===== src/rtl/loader_pkg.sv =====
// Shared types and widths for the instruction loader: FSM state encoding and stream/word widths.
package loader_pkg;

    localparam int BYTE_W = 8;
    localparam int WORD_W = 9;

    typedef enum logic [2:0] {
        IDLE   = 3'd0,
        LEN_LO = 3'd1,
        LEN_HI = 3'd2,
        DAT_LO = 3'd3,
        DAT_HI = 3'd4,
        CSUM   = 3'd5,
        DONE   = 3'd6,
        ERR    = 3'd7
    } loader_state_t;

endpackage


===== src/rtl/instr_loader.sv =====
// Byte-stream program loader: parses LEN/DATA/CSUM from the host and writes 9-bit words into
// instruction memory, holding the CPU in reset while a load is in progress.
module instr_loader
    import loader_pkg::*;
#(
    parameter int D = 10
) (
    input  logic              clk,
    input  logic              reset_n,
    input  logic              start,
    input  logic              in_valid,
    input  logic [BYTE_W-1:0] in_data,
    output logic              in_ready,
    output logic              wr_en,
    output logic [D-1:0]      wr_addr,
    output logic [WORD_W-1:0] wr_data,
    output logic              cpu_hold,
    output logic              done,
    output logic              error,
    output logic [D:0]        words_loaded,
    output loader_state_t     state
);

    localparam logic [16:0] CAPACITY = 17'(1) << D;

    loader_state_t     state_q, state_d;
    logic [BYTE_W-1:0] len_lo_q;
    logic [15:0]       len_q;
    logic [BYTE_W-1:0] lo_q;
    logic [BYTE_W-1:0] csum_q;
    logic [D:0]        cnt_q;
    logic              wr_en_q;
    logic [D-1:0]      wr_addr_q;
    logic [WORD_W-1:0] wr_data_q;

    logic        xfer;
    logic        start_ok;
    logic [16:0] len_full;
    logic        len_ok;
    logic        last_word;

    // Handshake: a byte moves on any cycle with in_valid & in_ready; in_ready depends only on state.
    assign in_ready  = (state_q == LEN_LO) || (state_q == LEN_HI) || (state_q == DAT_LO) ||
                       (state_q == DAT_HI) || (state_q == CSUM);
    assign xfer      = in_valid && in_ready;
    assign start_ok  = start && ((state_q == IDLE) || (state_q == DONE) || (state_q == ERR));
    assign len_full  = {1'b0, in_data, len_lo_q};
    assign len_ok    = (len_full != 17'd0) && (len_full <= CAPACITY);
    // The index has not yet advanced for the word being transferred, hence the +1.
    assign last_word = ((17'(cnt_q) + 17'd1) >= {1'b0, len_q});

    always_ff @(posedge clk) begin
        if (!reset_n) begin
            state_q <= IDLE;
        end else begin
            state_q <= state_d;
        end
    end

    always_comb begin
        state_d = state_q;
        case (state_q)
            IDLE, DONE, ERR: if (start) state_d = LEN_LO;
            LEN_LO:          if (xfer) state_d = LEN_HI;
            LEN_HI:          if (xfer) state_d = len_ok ? DAT_LO : ERR;
            DAT_LO:          if (xfer) state_d = DAT_HI;
            DAT_HI:          if (xfer) state_d = last_word ? CSUM : DAT_LO;
            CSUM:            if (xfer) state_d = (in_data == csum_q) ? DONE : ERR;
            default:         state_d = IDLE;
        endcase
    end

    always_ff @(posedge clk) begin
        if (!reset_n) begin
            len_lo_q  <= '0;
            len_q     <= '0;
            lo_q      <= '0;
            csum_q    <= '0;
            cnt_q     <= '0;
            wr_en_q   <= 1'b0;
            wr_addr_q <= '0;
            wr_data_q <= '0;
        end else begin
            wr_en_q <= 1'b0;
            if (start_ok) begin
                cnt_q  <= '0;
                csum_q <= '0;
            end
            if (xfer) begin
                case (state_q)
                    LEN_LO: len_lo_q <= in_data;
                    LEN_HI: len_q <= {in_data, len_lo_q};
                    DAT_LO: begin
                        lo_q   <= in_data;
                        csum_q <= csum_q ^ in_data;
                    end
                    DAT_HI: begin
                        csum_q    <= csum_q ^ in_data;
                        wr_en_q   <= 1'b1;
                        wr_addr_q <= cnt_q[D-1:0];
                        wr_data_q <= {in_data[0], lo_q};
                        cnt_q     <= cnt_q + 1'b1;
                    end
                    default: ;
                endcase
            end
        end
    end

    assign wr_en        = wr_en_q;
    assign wr_addr      = wr_addr_q;
    assign wr_data      = wr_data_q;
    assign words_loaded = cnt_q;
    assign cpu_hold     = in_ready;
    assign done         = (state_q == DONE);
    assign error        = (state_q == ERR);
    assign state        = state_q;

endmodule


===== config.mk =====
export PLATFORM = sky130hd
export DESIGN_NAME = instr_loader
export DESIGN_NICKNAME = d
export VERILOG_FILES = /design/src/rtl/loader_pkg.sv /design/src/rtl/instr_loader.sv
export SDC_FILE = /design/constraint.sdc
export NUM_CORES = 1
export LEC_CHECK = 0
export ABC_AREA = 1
export CAP_MARGIN = 20
export CORE_MARGIN = 4
export CORE_UTILIZATION = 53
export CTS_CLUSTER_DIAMETER = 80
export DETAILED_ROUTE_END_ITERATION = 8
export MAX_ROUTING_LAYER = met4
export PLACE_DENSITY = 0.81
export SYNTH_ARGS = -nofsm -noshare
export SYNTH_HDL_FRONTEND = slang
export SYNTH_SLANG_ARGS = --single-unit

===== constraint.sdc =====
create_clock -name clk -period 5.95 [get_ports clk]
set_input_delay 0.595 -clock clk [delete_from_list [all_inputs] [get_ports clk]]
set_output_delay 0.595 -clock clk [all_outputs]
set_load 0.01 [all_outputs]

Yosys cells after proc, flatten, opt, wreduce, memory -nomap -nowiden

Index checks and enable logic that the tools add are counted.

Flip-flop bits (word level): 74
Input bits: 12
Output and inout port bits: 38
Logic and storage cells: 64

Add/sub/neg operators: 2
$lt $le $gt $ge: 2
Equality and inequality tests: 14
Multiplexer cells: 17
Bitwise gates (word level): 1
Reductions and logical operators: 19

Operators with widths:

| operator                                               | number |
|---|---|
| 2-to-1 mux 11 bit                                      | 3 |
| 2-to-1 mux 3 bit                                       | 8 |
| 2-to-1 mux 8 bit                                       | 3 |
| case mux 3 bit (6 select lines)                        | 1 |
| nonzero test 17 bit                                    | 1 |
| greater-or-equal comparator 12 x 16 -> 1 bit           | 1 |
| <= comparator 16 x 11 -> 1 bit (second input constant) | 1 |
| adder 11 x 1 -> 12 bit (second input constant)         | 1 |
| equality test 3 bit (second input constant)            | 4 |
| inequality test 2 bit (second input constant)          | 6 |
| adder 11 x 1 -> 11 bit (second input constant)         | 1 |
| AND reduction 2 bit                                    | 5 |
| equality test 8 bit                                    | 1 |
| bitwise XOR 8 bit                                      | 1 |
| equality test 3 x 2 -> 1 bit (second input constant)   | 2 |
| logical OR 1 bit                                       | 6 |
| AND reduction 6 bit                                    | 1 |
| equality test 3 x 1 -> 1 bit (second input constant)   | 1 |
| logical AND 1 bit                                      | 3 |
| zero test 3 bit                                        | 1 |
| OR reduction 3 bit                                     | 1 |
| 2-to-1 mux 1 bit                                       | 2 |
| OR reduction 2 bit                                     | 1 |

Depth between registers and ports, before layout

Depth in word-level cells: 8
Gate-level depth with buffers: 19
Gate-level depth less buffers: 19

Worst setup path after synthesis

No wires, ideal clock.

Path type: flip-flop to flip-flop
Start point: register cnt_q[0], in the netlist words_loaded[0]
End point: register state_q[2], in the netlist state[2]
Setup time: 0.132 ns
Arrival: 2.084 ns
Data required time: 5.818 ns
Setup slack: 3.734 ns
Stages on the path, launching flop included: 20
Buffers on the path: 0
Cell sequence: dfxtp_1 > inv_1 > nor3_2 > nand3_1 > nor2_1 > nand2_1 > xor2_1 > ha_1 > nand2_1 > inv_1 > nand2_1 > nand2_1 > nor2_1 > nand2_1 > nand2_1 > nand2_1 > nand2_1 > nand2_1 > nand2_1 > a21oi_1

Longest elaborated chain between the ends: 5

RTL lines:

| what                                         | line                | RTL |
|---|---|---|
| from (decl)                                  | instr_loader.sv:31  | `logic [D:0] cnt_q;` |
| from (signal assigned)                       | instr_loader.sv:102 | `cnt_q <= cnt_q + 1'b1;` |
| adder 11 x 1 -> 12 bit                       | instr_loader.sv:50  | `assign last_word = ((17'(cnt_q) + 17'd1) >= {1'b0, len_q});` |
| greater-or-equal comparator 12 x 16 -> 1 bit | instr_loader.sv:50  |  |
| 2-to-1 mux 3 bit (2 in a row)                | instr_loader.sv:67  | `DAT_HI: if (xfer) state_d = last_word ? CSUM : DAT_LO;` |
| case mux 3 bit (6 select lines)              | instr_loader.sv:62  | `case (state_q)` |
| to (signal assigned)                         | instr_loader.sv:56  | `state_q <= state_d;` |
| to (decl)                                    | instr_loader.sv:26  | `loader_state_t state_q, state_d;` |

Every way passes these cells. The select of a mux whose other input is x is not followed.
A chain may end at the register's enable or synchronous reset.

Final worst setup path

Ends and elaborated chain as after synthesis.

==> flow_summary.ini <==
[hold_path]
hold_class = reg -> reg

[yosys]
syn-mean-instance-area_um2 = 7.58
syn-num-nets = 488
async_flop_share = 0
synth_top_cell_by_area = dfxtp_1
sequential_to_total_area_share_from_yosys_stat = 0.422
synth_largest_type_area_fraction = 0.422
synth_enable_flop_cells = 0
post-synth-top-count-cell = dfxtp_1
ys_dominant_reg_cell = dfxtp_1
postSynthCellCount = 463
syn_area_um2 = 3510
synth.top_cells.by_area = dfxtp_1 (42%), nand2_1 (7.5%), o21ai_0 (6.4%)
yosys_register_bits = 74
post_synth_num_cell_types = 34
synth_commonest_cells = dfxtp_1 (74), nand2_1 (70), nor2_1 (55)
yosys_warning_total = 0

[setup_path]
critPathSlowestCell = dfxtp_1
worst_setup_path_end_kind = flip-flop
critical_path.most_common_cell = nand2_1
critPathArrivalTime_ns = 2.90
timing.critical_path.buf_inv = 2
critical-path-top-delay-family = simple AND/OR/NAND/NOR gates
cpPeakStageDelay_ns = 0.39
worst-path-max-fanout = 4
crit_path_start_kind = flip-flop
critPathKind = reg -> reg
required_ns = 6.23
critical_path.cell_chain = inv_1 -> nor3_2 -> nand3_1 -> nor2_1 -> nand3_1 -> xor2_1 -> inv_1 -> ha_1 -> a21oi_1 -> o21ai_0 -> nand3_1 -> nand2_1 -> nand2_1 -> nand2_1 -> nand2_1 -> a21oi_1

[global_routing]
grt_antenna_before_repair = 0
grt_first_pass_wirelength_mm = 13.2
grt_pass1_vias = 2963
pin_count_of_the_biggest_net_entering_global_routing = 62
track_usage = 0.219
global_route.overflow_total = 0

[flow_run]
drv_cap = 0

[timing]
timing_hold_violations_final = 0
setup_viol = 0
max-slew-margin-rel = 0.625
finalSetupTns_ns = 0
final_count_of_pins_violating_max_slew = 0
fmaxAchievable_ghz = 0.382
timing.hold.ws_ns = 0.450
period_minus_slack_ns = 2.62
grt_setup_unrepaired = no
fin_skew_ns = 0.00718
worst_slew_pin_slew_ns = 0.560
post-route-period-util = 0.440

[routing]
wl_per_cell_um = 13.3
drt.antenna.violating_nets = 0
finalWirelength_mm = 7.78
drt_pre_antenna_iters = 6
drc_violations = 0
num_vias = 3089
number_of_drc_markers_in_iteration_0 = 185
via_per_inst = 5.26

[final_layout]
area_growth_from_synthesis_to_final_layout_pct = 21.3
antenna-diode-count = 0
nets = 530
num-fill-cells = 518
multiInputGateArea_um2 = 1680
register_area_um2 = 1480
layout-drive-gt1-share = 0.108

[die]
ports = 50
die_height_um = 89.4
die_w_um = 89.4
core.rowCount = 29
floorplan.core_area_um2 = 6390
initial_core_util = 0.549
floorplan.die_area_um2 = 7990

[cts]
clock_sink_count = 74
number_of_buffers_created_by_cts = 9
cts.path.max_buffers = 2
cts-root-buf = clkbuf_8
clk-insertion-delay-late_ns = 0.35
post_cts_hold_buffer_count = 0
cts.repair_timing.setup_buffer_count = 0
cts_tree = done
post_cts_resized = 0
cts.reportedPaths.clkPinSlew_ns = 0.08
h-tree-depth = 3

[placed_design]
place.detailed.hpwl_mm = 5.62
gp_congestion = 0.891
port_buffers = 49

[power_and_ir_drop]
ir_worst_vdd_uv = 176
power_per_cell_area_nw_per_um2 = 265
static-leakage-power_nw = 1.87

[run_status]
outcome = completed
==> flip-flops by register name, summed over array words and instances, names as in the netlist <==
name / flops
csum_q: 8
len_lo_q: 8
len_q: 16
lo_q: 8
state: 3
words_loaded: 11
wr_addr: 10
wr_data: 9
wr_en: 1
==> worst paths after layout <==
path	slack, ns	start	endpoint	cells after the start
worst max register to register	3.33	words_loaded[0]	state[2]	16
worst min register to register	0.45	lo_q[5]	wr_data[5]	2
worst min-delay path	0.45	lo_q[5]	wr_data[5]	2
worst max-delay path	3.33	words_loaded[0]	state[2]	16
==> placed cells by master, fill, tap and decap left out, drive strengths merged <==
cell and count:
o22ai 2, nor3b 1, clkbuf 11, nor2 62, a2bb2oi 1, dfxtp 74, nand2 74, xnor2 3
nor3 6, buf 1, clkinv 1, clkdlybuf4s50 49, nand3 27, a21oi 39, xor2 14, ha 13
a31oi 1, a211oi 2, bufinv 4, inv 62, nand4 2, o21ai 61
==> through the flow <==
| step | instance area [µm²] | worst slack, ns | utilization | total power [mW] | instances |
|---|---|---|---|---|---|
| after floorplan | 3510 | 3.73 | - | 0.590 | 463 |
| after global placement | 3990 | 3.35 | 0.625 | 0.620 | 571 |
| after detailed placement | 3990 | 3.31 | 0.625 | 0.622 | 571 |
| after CTS | 4260 | 3.37 | 0.667 | 1.13 | 587 |
| after global routing | 4260 | 3.08 | 0.667 | 1.16 | 587 |
| final | 4260 | 3.33 | 0.667 | 1.13 | 587 |
==> area by class of cell <==
| type | instances | area share |
|---|---|---|
| Clock buffer | 11 | 0.0332 |
| Multi-Input combinational cell | 308 | 0.394 |
| Clock inverter | 5 | 0.0294 |
| Inverter | 62 | 0.0558 |
| Sequential cell | 74 | 0.348 |
| Tap cell | 77 | 0.0226 |
| Timing Repair Buffer | 50 | 0.117 |
==> power breakdown <==
group	leakage [nW]	switching [mW]	internal, mW	total [mW]
clock network	0.134	0.182	0.332	0.514
logic	1.14	0.0643	0.0372	0.102
registers	0.597	0.00724	0.504	0.511
==> worst min-delay path: stages (launching register included) <==
cell and delay, ns:
dfxtp_1 0.31, nand2_1 0.06, nand2_1 0.04
==> routing by layer <==
layer,track usage,vias to the layer above,routed length (µm)
met5,-,-,0
met4,0.111,0,234
met3,0.0378,22,408
met2,0.344,93,3610
met1,0.269,1394,3520
li1,-,1580,-
==> cell families (layout without fill, tap and decap cells) <==
logic type,after synthesis,count (layout),synth area share
adders and majority gates,13,13,0.0464
buffers and inverters,81,128,0.0999
xor gates and xnor gates,17,17,0.0446
AOI/OAI and AO/OA,106,106,0.170
and+or+nand+nor,172,172,0.217
DFF,74,74,0.422
No activity file was read; power rests on OpenSTA's default activity.
